`src/rtl/perf_pkg.sv`:
```
// Shared types and event indices for the pipeline performance monitor.
package perf_pkg;

    typedef enum logic [1:0] {
        IDLE = 2'd0,
        RUN  = 2'd1,
        DONE = 2'd2
    } perf_state_e;

    localparam int EVT_STALL   = 0;
    localparam int EVT_FLUSH   = 1;
    localparam int EVT_LDUSE   = 2;
    localparam int EVT_BRTAKEN = 3;

endpackage

```
`src/rtl/perf_counter.sv`:
```
// Single event counter with synchronous clear, sticky overflow flag and
// selectable saturate-or-wrap behaviour at all-ones.
module perf_counter #(
    parameter int CNT_W    = 32,
    parameter bit SATURATE = 1'b1
) (
    input  logic             clk_i,
    input  logic             rst_i,
    input  logic             clr_i,
    input  logic             inc_i,
    output logic [CNT_W-1:0] cnt_o,
    output logic             ovf_o
);

    logic [CNT_W-1:0] cnt_q, cnt_d;
    logic             ovf_q, ovf_d;

    always_comb begin
        cnt_d = cnt_q;
        ovf_d = ovf_q;
        if (clr_i) begin
            cnt_d = '0;
            ovf_d = 1'b0;
        end else if (inc_i) begin
            if (&cnt_q) begin
                ovf_d = 1'b1;
                cnt_d = SATURATE ? cnt_q : '0;
            end else begin
                cnt_d = cnt_q + 1'b1;
            end
        end
    end

    always_ff @(posedge clk_i or posedge rst_i) begin
        if (rst_i) begin
            cnt_q <= '0;
            ovf_q <= 1'b0;
        end else begin
            cnt_q <= cnt_d;
            ovf_q <= ovf_d;
        end
    end

    assign cnt_o = cnt_q;
    assign ovf_o = ovf_q;

endmodule

```
`src/rtl/pipe_perf_monitor.sv`:
```
// Per-event performance monitor: bounded active-cycle run, parallel event
// counters, snapshot shadows and a combinational readout mux.
module pipe_perf_monitor
    import perf_pkg::*;
#(
    parameter int NUM_EVT    = 4,
    parameter int CNT_W      = 32,
    parameter int MAX_CYCLES = 64,
    parameter bit SATURATE   = 1'b1
) (
    input  logic                           clk_i,
    input  logic                           rst_i,
    input  logic                           start_i,
    input  logic                           clr_i,
    input  logic [NUM_EVT-1:0]             evt_i,
    input  logic                           snap_i,
    input  logic [$clog2(NUM_EVT+2)-1:0]   rd_sel_i,
    output logic [CNT_W-1:0]               rd_data_o,
    output logic [CNT_W-1:0]               cycle_o,
    output logic [NUM_EVT-1:0]             ovf_o,
    output logic                           running_o,
    output logic                           done_o
);

    localparam int               SEL_W    = $clog2(NUM_EVT + 2);
    localparam logic [CNT_W-1:0] LAST_CYC = CNT_W'(MAX_CYCLES - 1);

    perf_state_e      state_q, state_d;
    logic             count_en;
    logic             cyc_ovf_unused;
    logic [CNT_W-1:0] cyc_cnt;
    logic [CNT_W-1:0] evt_cnt   [NUM_EVT];
    logic [CNT_W-1:0] evt_sh_q  [NUM_EVT];
    logic [CNT_W-1:0] evt_sh_d  [NUM_EVT];
    logic [CNT_W-1:0] cyc_sh_q, cyc_sh_d;

    // The budget check looks at the pre-edge count so DONE lands on the
    // same edge that brings the cycle count to MAX_CYCLES.
    always_comb begin
        state_d  = state_q;
        count_en = 1'b0;
        if (clr_i) begin
            state_d = IDLE;
        end else begin
            case (state_q)
                IDLE: if (start_i) state_d = RUN;
                RUN: begin
                    if (start_i) begin
                        count_en = 1'b1;
                        if ((MAX_CYCLES != 0) && (cyc_cnt == LAST_CYC)) state_d = DONE;
                    end
                end
                DONE:    state_d = DONE;
                default: state_d = IDLE;
            endcase
        end
    end

    always_ff @(posedge clk_i or posedge rst_i) begin
        if (rst_i) state_q <= IDLE;
        else       state_q <= state_d;
    end

    perf_counter #(.CNT_W(CNT_W), .SATURATE(SATURATE)) u_cyc (
        .clk_i (clk_i),
        .rst_i (rst_i),
        .clr_i (clr_i),
        .inc_i (count_en),
        .cnt_o (cyc_cnt),
        .ovf_o (cyc_ovf_unused)
    );

    for (genvar g = 0; g < NUM_EVT; g++) begin : g_evt
        perf_counter #(.CNT_W(CNT_W), .SATURATE(SATURATE)) u_evt (
            .clk_i (clk_i),
            .rst_i (rst_i),
            .clr_i (clr_i),
            .inc_i (count_en & evt_i[g]),
            .cnt_o (evt_cnt[g]),
            .ovf_o (ovf_o[g])
        );
    end

    // Shadows capture the live values present before this edge's update.
    always_comb begin
        cyc_sh_d = cyc_sh_q;
        for (int k = 0; k < NUM_EVT; k++) evt_sh_d[k] = evt_sh_q[k];
        if (clr_i) begin
            cyc_sh_d = '0;
            for (int k = 0; k < NUM_EVT; k++) evt_sh_d[k] = '0;
        end else if (snap_i) begin
            cyc_sh_d = cyc_cnt;
            for (int k = 0; k < NUM_EVT; k++) evt_sh_d[k] = evt_cnt[k];
        end
    end

    always_ff @(posedge clk_i or posedge rst_i) begin
        if (rst_i) begin
            cyc_sh_q <= '0;
            for (int k = 0; k < NUM_EVT; k++) evt_sh_q[k] <= '0;
        end else begin
            cyc_sh_q <= cyc_sh_d;
            for (int k = 0; k < NUM_EVT; k++) evt_sh_q[k] <= evt_sh_d[k];
        end
    end

    always_comb begin
        rd_data_o = '0;
        for (int k = 0; k < NUM_EVT; k++) begin
            if (rd_sel_i == SEL_W'(k)) rd_data_o = evt_sh_q[k];
        end
        if (rd_sel_i == SEL_W'(NUM_EVT)) rd_data_o = cyc_sh_q;
    end

    assign cycle_o   = cyc_cnt;
    assign running_o = (state_q == RUN);
    assign done_o    = (state_q == DONE);

endmodule

```
`config.mk`:
```
export PLATFORM = sky130hd
export DESIGN_NAME = pipe_perf_monitor
export DESIGN_NICKNAME = d
export VERILOG_FILES = /design/src/rtl/perf_pkg.sv /design/src/rtl/perf_counter.sv /design/src/rtl/pipe_perf_monitor.sv
export SDC_FILE = /design/constraint.sdc
export NUM_CORES = 1
export LEC_CHECK = 0
export ABC_AREA = 1
export CORE_MARGIN = 2
export CORE_UTILIZATION = 52
export CTS_CLUSTER_DIAMETER = 40
export DETAILED_ROUTE_END_ITERATION = 10
export PLACE_DENSITY_LB_ADDON = 0.08
export SYNTH_ARGS = -nofsm -noshare
export SYNTH_HDL_FRONTEND = slang
export SYNTH_HIERARCHICAL = 1
export SYNTH_SLANG_ARGS = --single-unit
export TNS_END_PERCENT = 1
```
`constraint.sdc`:
```
create_clock -name clk_i -period 9.3 [get_ports clk_i]
set_input_delay 1.86 -clock clk_i [delete_from_list [all_inputs] [get_ports clk_i]]
set_output_delay 1.86 -clock clk_i [all_outputs]
set_load 0.005 [all_outputs]
```
======== After elaboration in Yosys (flattened, before gate mapping) ========
Cells that the tools add are included.
word-level totals
  flip-flop bits (word level) ............. 326
  output and inout port bits .............. 70
  logic and storage cells ................. 110
  input port bits ......................... 12
cells by class
  reduce and logical (&&, ||, !) cells .... 27
  bitwise gates (word level) .............. 4
  eq/ne operators ......................... 15
  add/subtract/negate cells ............... 5
  muxes and demuxes ....................... 44
operators by type and width
  kind                   number
  $mux 32                22
  $mux 128               2
  $add 32x1->32 const B  5
  $reduce_and 32->1      5
  $eq 32x6->1 const B    1
  $reduce_bool 2->1      10
  $reduce_and 2->1       9
  $mux 1                 15
  $ne 2x2->1 const B     5
  $mux 2                 4
  $eq 3x2->1 const B     2
  $ne 3x3->1 const B     2
  $pmux 2 s3             1
  $and 1x1->1            4
  $eq 3x1->1 const B     1
  $eq 3x3->1 const B     1
  $logic_not 3->1        1
  $ne 3x2->1 const B     1
  $reduce_and 3->1       1
  $eq 2x1->1 const B     1
  $eq 2x2->1 const B     1
  $logic_not 2->1        1

======== Longest topological paths before layout ========
Gate-level depths: netlist (run 1).
  depth in word-level cells ............... 6
  mapped depth ............................ 14

======== Hierarchy ========
The synthesis (run 1) kept the hierarchy.
by module, submodules not included
  module             seq. area each (µm²)  cells each  instances  area each (µm²)
  perf_counter       825.8                 346         5          2280.9
  pipe_perf_monitor  4053.9                947         1          8052.7

======== Worst setup path after synthesis (run 1) ========
Ideal clock, no wire load.
  path type ............................... input to output
  start ................................... input port rd_sel_i[1]
  end ..................................... output port rd_data_o[10]
  required time ........................... 7.440 ns
  slack ................................... 4.878 ns
  stages on the path ...................... 4
  arrival ................................. 2.562 ns
  buffers on the path ..................... 1
  cells stage by stage .................... nor3_2 clkbuf_1 nand2_1 nand3_1
between the ends
  cells in the longest elaborated chain, start to end .. 6
  elaborated cells on any way between the ends .. 10
  those cells by class .................... eq/ne: 4; mux: 5; reduce/logical: 1
ends and longest elaborated chain
  element                line                      text
  start: declaration     pipe_perf_monitor.sv:17   input logic [$clog2(NUM_EVT+2)-1:0] rd_sel_i,
  $logic_not 3->1        pipe_perf_monitor.sv:110  if (rd_sel_i == SEL_W'(k)) rd_data_o = evt_sh_q[k];
  $mux 32 (4 in series)  pipe_perf_monitor.sv:110
  $mux 32 *              pipe_perf_monitor.sv:112  if (rd_sel_i == SEL_W'(NUM_EVT)) rd_data_o = cyc_sh_q;
  end: declaration       pipe_perf_monitor.sv:18   output logic [CNT_W-1:0] rd_data_o,
Mark *: on every way between the ends. The rest lies on a longest branch, timed or not.

======== Worst setup path after layout (run 1) ========
  start ................................... input port rd_sel_i[2]
  end ..................................... output port rd_data_o[1]
Same word-level chain as after synthesis.

==> results of run 1 <==
worst reg2reg max path: stages (launching register included):
cell     delay [ps]
dfrtp_1         400
inv_1            80
ha_1            160
inv_1            50
nor2_1          110
inv_1            50
nor2_1          170
inv_1           390
nor2_1          280
inv_1            80
nand2_1         170
nand2_8         220
o21ai_0         300
sequential cells by signal, indices dropped and copies added (netlist names):
register,count
state_q,2
cyc_sh_q,32
g_evt.u_evt/ovf_o,4
g_evt.u_evt/cnt_o,128
evt_sh_q,128
u_cyc/cnt_o,32
where the power goes:
group / total (mW) / switching (mW) / internal, mW
Sequential: 1.46 / 0.0234 / 1.44
Combinational: 0.222 / 0.170 / 0.0519
Clock: 2.25 / 0.828 / 1.43
layer usage:
layer  share of wire  wire, um  vias up
li1                -         -     8704
met1            0.43     26800     8772
met2            0.44     27300      653
met3            0.10      6380      104
met4           0.027      1650        2
met5         0.00011         7        -
how the worst min path moves through the flow:
stage / start / end / slack, ps
floorplan: g_evt[0].u_evt/ovf_o / g_evt[0].u_evt/ovf_o / 490
global placement: g_evt[2].u_evt/ovf_o / g_evt[2].u_evt/ovf_o / 470
detailed placement: g_evt[3].u_evt/ovf_o / g_evt[3].u_evt/ovf_o / 480
CTS: g_evt[2].u_evt/ovf_o / g_evt[2].u_evt/ovf_o / 500
global route: g_evt[3].u_evt/ovf_o / g_evt[3].u_evt/ovf_o / 510
finish: g_evt[2].u_evt/ovf_o / g_evt[2].u_evt/ovf_o / 490
layout make-up:
cell class	instances	area share
Tap cell	468	0.0262
Inverter	361	0.0610
Sequential cell	326	0.365
Timing Repair Buffer	99	0.0420
Multi-Input combinational cell	1880	0.413
Clock inverter	39	0.0204
Clock buffer	73	0.0726
metrics by stage:
step | setup slack [ps] | util | instances | hold WS (ps)
floorplan | 3060 | - | 2674 | 487
global placement | 3190 | 0.552 | 3134 | 474
detailed placement | 3150 | 0.552 | 3134 | 483
CTS | 3130 | 0.609 | 3246 | 497
global route | 2970 | 0.609 | 3246 | 511
finish | 3090 | 0.609 | 3246 | 488
==> results by group, run 1 <==
Clocking
  • Worst-Skew Late Latency: 610 ps
  • Clk buf depth: 3
  • Htree depth: 2
  • # Post-CTS Setup Buffers: 0
  • CTS Buf Count: 60
  • Clock root buffer master: clkbuf_16
  • CTS clk-pin slew, worst paths: 50 ps
  • Clock sinks: 326
  • Cts hold-fix bufs: 0
  • CTS resizes: 0
  • CTS tree: yes

Worst setup path
  • CP startpoint kind: primary input
  • Slowest CP cell: nor3_4
  • CP Max Fanout: 32
  • Worst setup path end: rd_data_o[1]
  • Crit-path most repeated cell: clkdlybuf4s50_1
  • WP depth: 6
  • CP cell instances: clkdlybuf4s50_1, inv_2, nor3_4, nand2_1, nand3_1, clkdlybuf4s50_1
  • Cells on worst reg2reg path: 12
  • Critical path's top delay family: simple AND/OR/NAND/NOR gates
  • Arrival @ worst endpoint: 4350 ps
  • Worst reg2reg path startpoint: state_q[1]
  • CP startpoint: rd_sel_i[2]
  • Flop2flop setup slack: 6750 ps
  • Buf/Inv on CP: 3
  • Crit Path Class: in2out
  • Crit path capture type: output pin
  • Worst R2R End: g_evt[3].u_evt/cnt_o[6]
  • Crit path required time: 7440 ps
  • Slowest cell delay on critical path: 930 ps

GRT
  • Initial antenna violation count: 2
  • GRT Util Overall: 0.325
  • First-pass GRT wire length: 97.7 mm
  • Number of global-route vias before repair: 17100
  • Routing usage on met2: 0.485
  • Total congestion overflow: 0
  • GR Util met3: 0.116
  • Largest net degree at the start of global routing: 106
  • Most Crowded Layer GR: met2
  • Met1 Use GR: 0.446

Floorplanning
  • DIE AREA: 38900 um^2
  • # rows: 70
  • Chip height: 197 um
  • DIE WIDTH: 197 um
  • Initial core utilization: 0.529
  • IO Pins: 82
  • Core Region: 36700 um^2

Synth
  • Synth Instances: 2674
  • Yosys Warn Count: 6
  • Average size of a mapped cell: 7.26 um^2
  • Mapped Nets: 2694
  • Synthesized cell area: 19400 um^2

Layout
  • Most common cell after layout, fill and taps aside: nand2_1
  • Number of fill cells in the layout: 3382
  • Area added between synthesis and finish: 15.1%
  • Design area: 22300 um^2
  • Diode count: 0
  • Layout cells sized above 1: 0.111
  • Final nets: 2748
  • Register area: 8160 um^2
  • Area of the multi-input gates: 9220 um^2
  • Commonest non-fill, non-tap cells in the layout: nand2_1, nand3_1, inv_1

STA
  • Worst Max-Slew Pin Slew: 1230 ps
  • Total negative slack: 0 ps
  • Fin. max-slew vios: 0
  • Slew margin rel.: 0.174
  • Final setup violation count: 0
  • Max frequency: 161 MHz
  • Clk_skew: 14.7 ps
  • Hold Vio Cnt, Final: 0
  • Minimum clock period: 6210 ps
  • RSZ-0062 raised after global routing: no
  • Final period util: 0.668

Power and ir drop
  • Overall power: 3.94 mW
  • Maximum VDD drop: 137 uV
  • Power per standard cell area: 176 nW/um^2
  • Leakage: 9.20 nW

Route
  • Drt first pass iters: 6
  • Wire length per cell: 19.2 um
  • Post-route DRC: 0
  • Drt total wl: 62.2 mm
  • Routed vias/inst: 5.62
  • DR vias: 18200
  • Initial DRC count: 1768
  • Routed Antenna Nets: 0

Hold path
  • Hold depth: 1
  • Worst Hold Class: reg2reg

Job
  • Maxcap violations: 0

Placed design
  • IO Port Bufs: 81
  • Placed cell area: 20300 um^2
  • Dpl hpwl: 43.3 mm
  • GPL Wtd Cong: 0.998

Run status
  • Outcome: finished, final reports clean
Power figures use the tool's default switching activity.
==> run 2: changes to the inputs <==
==> constraint.sdc (replaced) <==
create_clock -name clk_i -period 5 [get_ports clk_i]
set_input_delay 1 -clock clk_i [delete_from_list [all_inputs] [get_ports clk_i]]
set_output_delay 1 -clock clk_i [all_outputs]
set_load 0.005 [all_outputs]
==> results by group, run 2 (synthesis gave the netlist of run 1 again) <==
Clocking
  • Clk buf depth: 3 (unchanged)
  • Htree depth: 2 (unchanged)
  • CTS resizes: 0 (unchanged)
  • CTS clk-pin slew, worst paths: 40 ps (about the same)
  • CTS Buf Count: 58 (-3.3%)
  • Clock sinks: 326 (unchanged)
  • Clock root buffer master: clkbuf_16
  • Cts hold-fix bufs: 0 (unchanged)
  • # Post-CTS Setup Buffers: 0 (unchanged)
  • Worst-Skew Late Latency: 620 ps (about the same)
  • CTS tree: yes

STA
  • Final period util: 0.828
  • Fin. max-slew vios: 0 (unchanged)
  • Hold Vio Cnt, Final: 0 (unchanged)
  • Max frequency: 241 MHz
  • Total negative slack: 0 ps (unchanged)
  • Slew margin rel.: 0.196 (+0.0222)
  • Worst Max-Slew Pin Slew: 1200 ps (-30.7 ps)
  • Clk_skew: 15.6 ps (+0.904 ps)
  • Minimum clock period: 4140 ps
  • RSZ-0062 raised after global routing: no
  • Final setup violation count: 0 (unchanged)

Power and ir drop
  • Net Sw Power: 1.91 mW (+87%)
  • Combinational share of power: 0.059 (+0.003)
  • Power per standard cell area: 324 nW/um^2 (+84%)
  • Int Power: 5.35 mW (+83%)
  • Net Sw Frac: 0.263 (+0.00391)
  • Overall power: 7.26 mW (+84%)
  • Clock power frac: 0.567 (-0.005)
  • Reg power frac: 0.374 (+0.003)
  • Maximum VDD drop: 306 uV (+120%)
  • Leakage: 9.21 nW (+0.17%)

Route
  • Routed Antenna Nets: 0 (unchanged)
  • Drt total wl: 60.8 mm (-2.2%)
  • Met2 wire length: 26.2 mm (-4.1%)
  • WL met3: 5.24 mm (-18%)
  • Drt first pass iters: 6 (unchanged)
  • Initial DRC count: 1839 (+4.0%)
  • Wire length per cell: 18.7 um (-2.3%)
  • Max Used Layer: met4
  • WL met1: 27.8 mm (+3.8%)
  • Routed vias/inst: 5.53 (-1.5%)
  • DR vias: 18000 (-1.3%)
  • Post-route DRC: 0 (unchanged)

Floorplanning
  • Core Region: 36700 um^2 (unchanged)
  • IO Pins: 82 (unchanged)
  • # rows: 70 (unchanged)
  • DIE WIDTH: 197 um (unchanged)
  • DIE AREA: 38900 um^2 (unchanged)
  • Initial core utilization: 0.529 (unchanged)
  • Chip height: 197 um (unchanged)

Layout
  • Number of fill cells in the layout: 3339 (-1.3%)
  • Area added between synthesis and finish: 15.4%
  • Final nets: 2753 (+0.18%)
  • Most common cell after layout, fill and taps aside: nand2_1
  • Commonest non-fill, non-tap cells in the layout: nand2_1, nand3_1, inv_1
  • Layout cells sized above 1: 0.113 (+0.00272)

Placed design
  • IO Port Bufs: 81 (unchanged)
  • GPL Wtd Cong: 0.990 (-0.79%)
  • Dpl hpwl: 43.1 mm (-0.35%)

GRT
  • Number of global-route vias before repair: 16900 (-1.2%)
  • GRT Util Overall: 0.320 (-0.00562)
  • First-pass GRT wire length: 96.8 mm (-0.97%)
  • Total congestion overflow: 0 (unchanged)
  • Largest net degree at the start of global routing: 90 (-15%)
  • Initial antenna violation count: 1 (-1)

Worst setup path
  • Slowest cell delay on critical path: 610 ps (-320 ps)
  • Crit Path Class: in2out
  • Arrival @ worst endpoint: 3140 ps (-1210 ps)
  • CP Max Fanout: 32 (unchanged)
  • Crit path capture type: output pin
  • CP startpoint kind: primary input
  • CP cell instances: clkdlybuf4s50_1, inv_1, nand3_1, buf_4, o22ai_1, a21oi_1, nand3_1, clkdlybuf4s50_1
  • Critical path's top delay family: buffers and inverters
  • Slowest CP cell: clkdlybuf4s50_1
  • Buf/Inv on CP: 4 (+1)
  • Crit path required time: 4000 ps (-3440 ps)

Job
  • Maxcap violations: 0 (unchanged)

Hold path
  • Worst Hold Class: reg2reg

Run status
  • Outcome: finished, final reports clean
==> run 2: cell types whose count changed in the layout (fill, tap and decap cells not counted), moves of 3 or more <==
cell and change:
buf_4 +5, clkinvlp_4 +5, clkbuf_1 -4, inv_6 -3
==> run 2: area by class of cell <==
type                    instances  area, um^2  share of cell area
clock buffers                  65        1530              0.0682
multi-input cells            1880        9220               0.411
clock inverters                44         537              0.0239
inverters                     361        1360              0.0607
well taps                     468         586              0.0261
flip-flops and latches        326        8160               0.364
repair buffers                106        1020              0.0453
diodes                          2        5.00            0.000223
==> run 2: worst register-to-register path, cell delays in order, from the launching register on <==
cell and delay [ps]:
dfrtp_1 400, inv_1 90, ha_1 210, inv_1 50, nor2_1 110, inv_1 50
nor2_1 190, inv_1 420, nor2_1 280, inv_1 80, nand2_1 170, nand2_8 230
nand2_1 160, o21ai_0 90
==> run 2: path summary, 6_finish.rpt <==
path	startpoint	to	slack, ps	depth (start not counted)
hold reg to reg	g_evt[3].u_evt/ovf_o	g_evt[3].u_evt/ovf_o	490	1
hold / removal	g_evt[3].u_evt/ovf_o	g_evt[3].u_evt/ovf_o	490	1
max in group asynchronous	rst_i	u_cyc/cnt_o[10]	2620	2
min in group asynchronous	rst_i	evt_sh_q[4]	1280	2
setup reg to reg	state_q[1]	g_evt[2].u_evt/cnt_o[6]	2310	13
setup / recovery	rd_sel_i[0]	rd_data_o[14]	860	8
==> run 2: stage by stage <==
stage | hold WS (ps) | util | area [um^2] | instances | setup slack [ps]
3_5_place_dp | 483 | 0.554 | 20300 | 3141 | 938
3_3_place_gp | 475 | 0.554 | 20300 | 3141 | 1020
5_1_grt | 513 | 0.611 | 22400 | 3251 | 780
4_1_cts | 495 | 0.611 | 22400 | 3250 | 907
2_1_floorplan | 487 | - | 19400 | 2674 | 1940
6_report | 491 | 0.611 | 22400 | 3252 | 859
==> run 2: routing by layer <==
| metal | vias up | global-route usage |
|---|---|---|
| met5 | - | 0 |
| met4 | 0 | 0.0938 |
| met3 | 102 | 0.0791 |
| met2 | 627 | 0.472 |
| met1 | 8540 | 0.465 |
| li1 | 8724 | - |
==> run 2: power groups by stage <==
stage	clock network [mW]	logic [mW]	registers, mW
global route	4.30	0.475	2.72
detailed placement	0	0.423	2.76
floorplan	0	0.324	2.75
CTS	4.18	0.425	2.72
global placement	0	0.417	2.76
finish	4.12	0.425	2.72
==> run 3: changes to the inputs <==
==> constraint.sdc (replaced) <==
create_clock -name clk_i -period 4.3 [get_ports clk_i]
set_input_delay 0.86 -clock clk_i [delete_from_list [all_inputs] [get_ports clk_i]]
set_output_delay 0.86 -clock clk_i [all_outputs]
set_load 0.005 [all_outputs]
==> results by group, run 3 (synthesis gave the netlist of run 1 again) <==
Run status
  • Outcome: finished, final reports clean

Floorplanning
  • IO Pins: 82 (unchanged)
  • DIE WIDTH: 197 um (unchanged)
  • Chip height: 197 um (unchanged)
  • # rows: 70 (unchanged)
  • Initial core utilization: 0.529 (unchanged)
  • Core Region: 36700 um^2 (unchanged)
  • DIE AREA: 38900 um^2 (unchanged)

STA
  • Fin Hold WS: 488 ps (-3.38 ps)
  • Minimum clock period: 3870 ps
  • Clk_skew: 23.4 ps (+7.84 ps)
  • RSZ-0062 raised after global routing: no
  • Final setup violation count: 0 (unchanged)
  • Hold Vio Cnt, Final: 0 (unchanged)
  • Total negative slack: 0 ps (unchanged)
  • Fin. max-slew vios: 0 (unchanged)
  • Final period util: 0.901
  • Max frequency: 258 MHz
  • Slew margin rel.: 0.465 (+0.268)
  • Worst Max-Slew Pin Slew: 803 ps (-401 ps)

GRT
  • First-pass GRT wire length: 95.8 mm (-1.0%)
  • Largest net degree at the start of global routing: 156 (+73%)
  • Initial antenna violation count: 0 (-1)
  • Total congestion overflow: 0 (unchanged)
  • Number of global-route vias before repair: 16900 (+0.047%)
  • GRT Util Overall: 0.317 (-0.00281)

Placed design
  • Placed cell area: 20400 um^2 (+0.26%)
  • IO Port Bufs: 81 (unchanged)
  • Dpl hpwl: 43.4 mm (+0.67%)
  • GPL Wtd Cong: 1.03 (+4.0%)
  • Placed Instances: 3143 (+0.064%)

Power and ir drop
  • Power per standard cell area: 381 nW/um^2 (+18%)
  • Maximum VDD drop: 294 uV (-3.7%)
  • Leakage: 9.26 nW (+0.55%)

Worst setup path
  • Crit path required time: 3440 ps (-560 ps)
  • Crit path capture type: output pin
  • CP Max Fanout: 32 (unchanged)
  • Flop2flop setup slack: 1730 ps (-580 ps)
  • Crit Path Class: in2out
  • CP startpoint: rd_sel_i[0]
  • Slowest cell delay on critical path: 600 ps (about the same)
  • Slowest CP cell: clkdlybuf4s50_1
  • CP cell instances: clkdlybuf4s50_1, inv_1, nand3_1, buf_4, o22ai_1, a21oi_1, nand3_1, clkdlybuf4s50_1
  • Arrival @ worst endpoint: 3010 ps (-130 ps)
  • CP startpoint kind: primary input
  • Worst reg2reg path startpoint: state_q[1]
  • Buf/Inv on CP: 4 (unchanged)
  • Critical path's top delay family: buffers and inverters

Layout
  • Non-filler cells, final: 3251 (-0.031%)
  • Design area: 22500 um^2 (+0.29%)
  • Area added between synthesis and finish: 15.8%
  • Most common cell after layout, fill and taps aside: nand2_1
  • Commonest non-fill, non-tap cells in the layout: nand2_1, nand3_1, inv_1
  • Final nets: 2754 (+0.036%)
  • Layout cells sized above 1: 0.114 (+0.000319)
  • Diode count: 0 (-2)

Route
  • Initial DRC count: 1620 (-12%)
  • Routed vias/inst: 5.55 (+0.28%)
  • DR vias: 18000 (+0.24%)
  • Wire length per cell: 18.7 um (about the same)
  • Drt total wl: 60.9 mm (about the same)
  • Drt first pass iters: 6 (unchanged)
  • Post-route DRC: 0 (unchanged)
  • Routed Antenna Nets: 0 (unchanged)

Clocking
  • CTS clk-pin slew, worst paths: 50 ps (about the same)
  • Clk buf depth: 3 (unchanged)
  • Clock sinks: 326 (unchanged)
  • CTS Buf Count: 57 (-1.7%)
  • # Post-CTS Setup Buffers: 0 (unchanged)
  • CTS resizes: 0 (unchanged)
  • Htree depth: 2 (unchanged)
  • CTS tree: yes
  • Cts hold-fix bufs: 0 (unchanged)
  • Worst-Skew Late Latency: 600 ps (-20 ps)
  • Clock root buffer master: clkbuf_16

Job
  • Maxcap violations: 0 (unchanged)

Hold path
  • Worst Hold Class: reg2reg
  • Worst hold start: g_evt[2].u_evt/ovf_o
run 3: cell count changes in the layout (fill, tap and decap cells not counted), sizes merged:
cell and change:
diode -2, buf +2, bufinv +4, clkinvlp -5, clkinv +2, clkbuf -2
run 3: area by class of cell:
cell class | instances | area [um^2]
fill | 3295 | 14200
multi-input combinational | 1880 | 9220
sequential | 326 | 8160
clock buffer | 63 | 1480
inverter | 361 | 1360
timing repair buffer | 108 | 1070
clock inverter | 45 | 604
tap | 468 | 586
run 3: stage by stage:
stage                     worst slack [ps]  total power [mW]  utilization
final                                  426              8.56        0.613
after global routing                   346              8.81        0.613
after CTS                              506              8.62        0.613
after detailed placement               513              3.71        0.556
after global placement                 589              3.70        0.556
after floorplan                       1380              3.57            -
run 3: worst paths after layout:
path | to | cells past startpoint
setup / recovery | rd_data_o[4] | 8
hold / removal | g_evt[2].u_evt/ovf_o | 1
setup reg to reg | g_evt[3].u_evt/cnt_o[8] | 13
hold reg to reg | g_evt[2].u_evt/ovf_o | 1
max in group asynchronous | evt_sh_q[65] | 3
min in group asynchronous | g_evt[0].u_evt/cnt_o[1] | 3
run 3: metal layers:
layer	routed length [um]	track usage	vias to the layer above
met5	0	0	-
li1	-	-	8715
met3	5350	0.0888	103
met1	27200	0.444	8609
met2	26900	0.481	610
met4	1430	0.0913	0
run 3: power breakdown:
part	total, mW	switching [mW]	leakage [nW]	internal, mW
clock network	4.90	1.76	1.01	3.14
logic	0.497	0.373	3.71	0.124
registers	3.16	0.0515	4.54	3.11
total	8.56	2.19	9.26	6.38
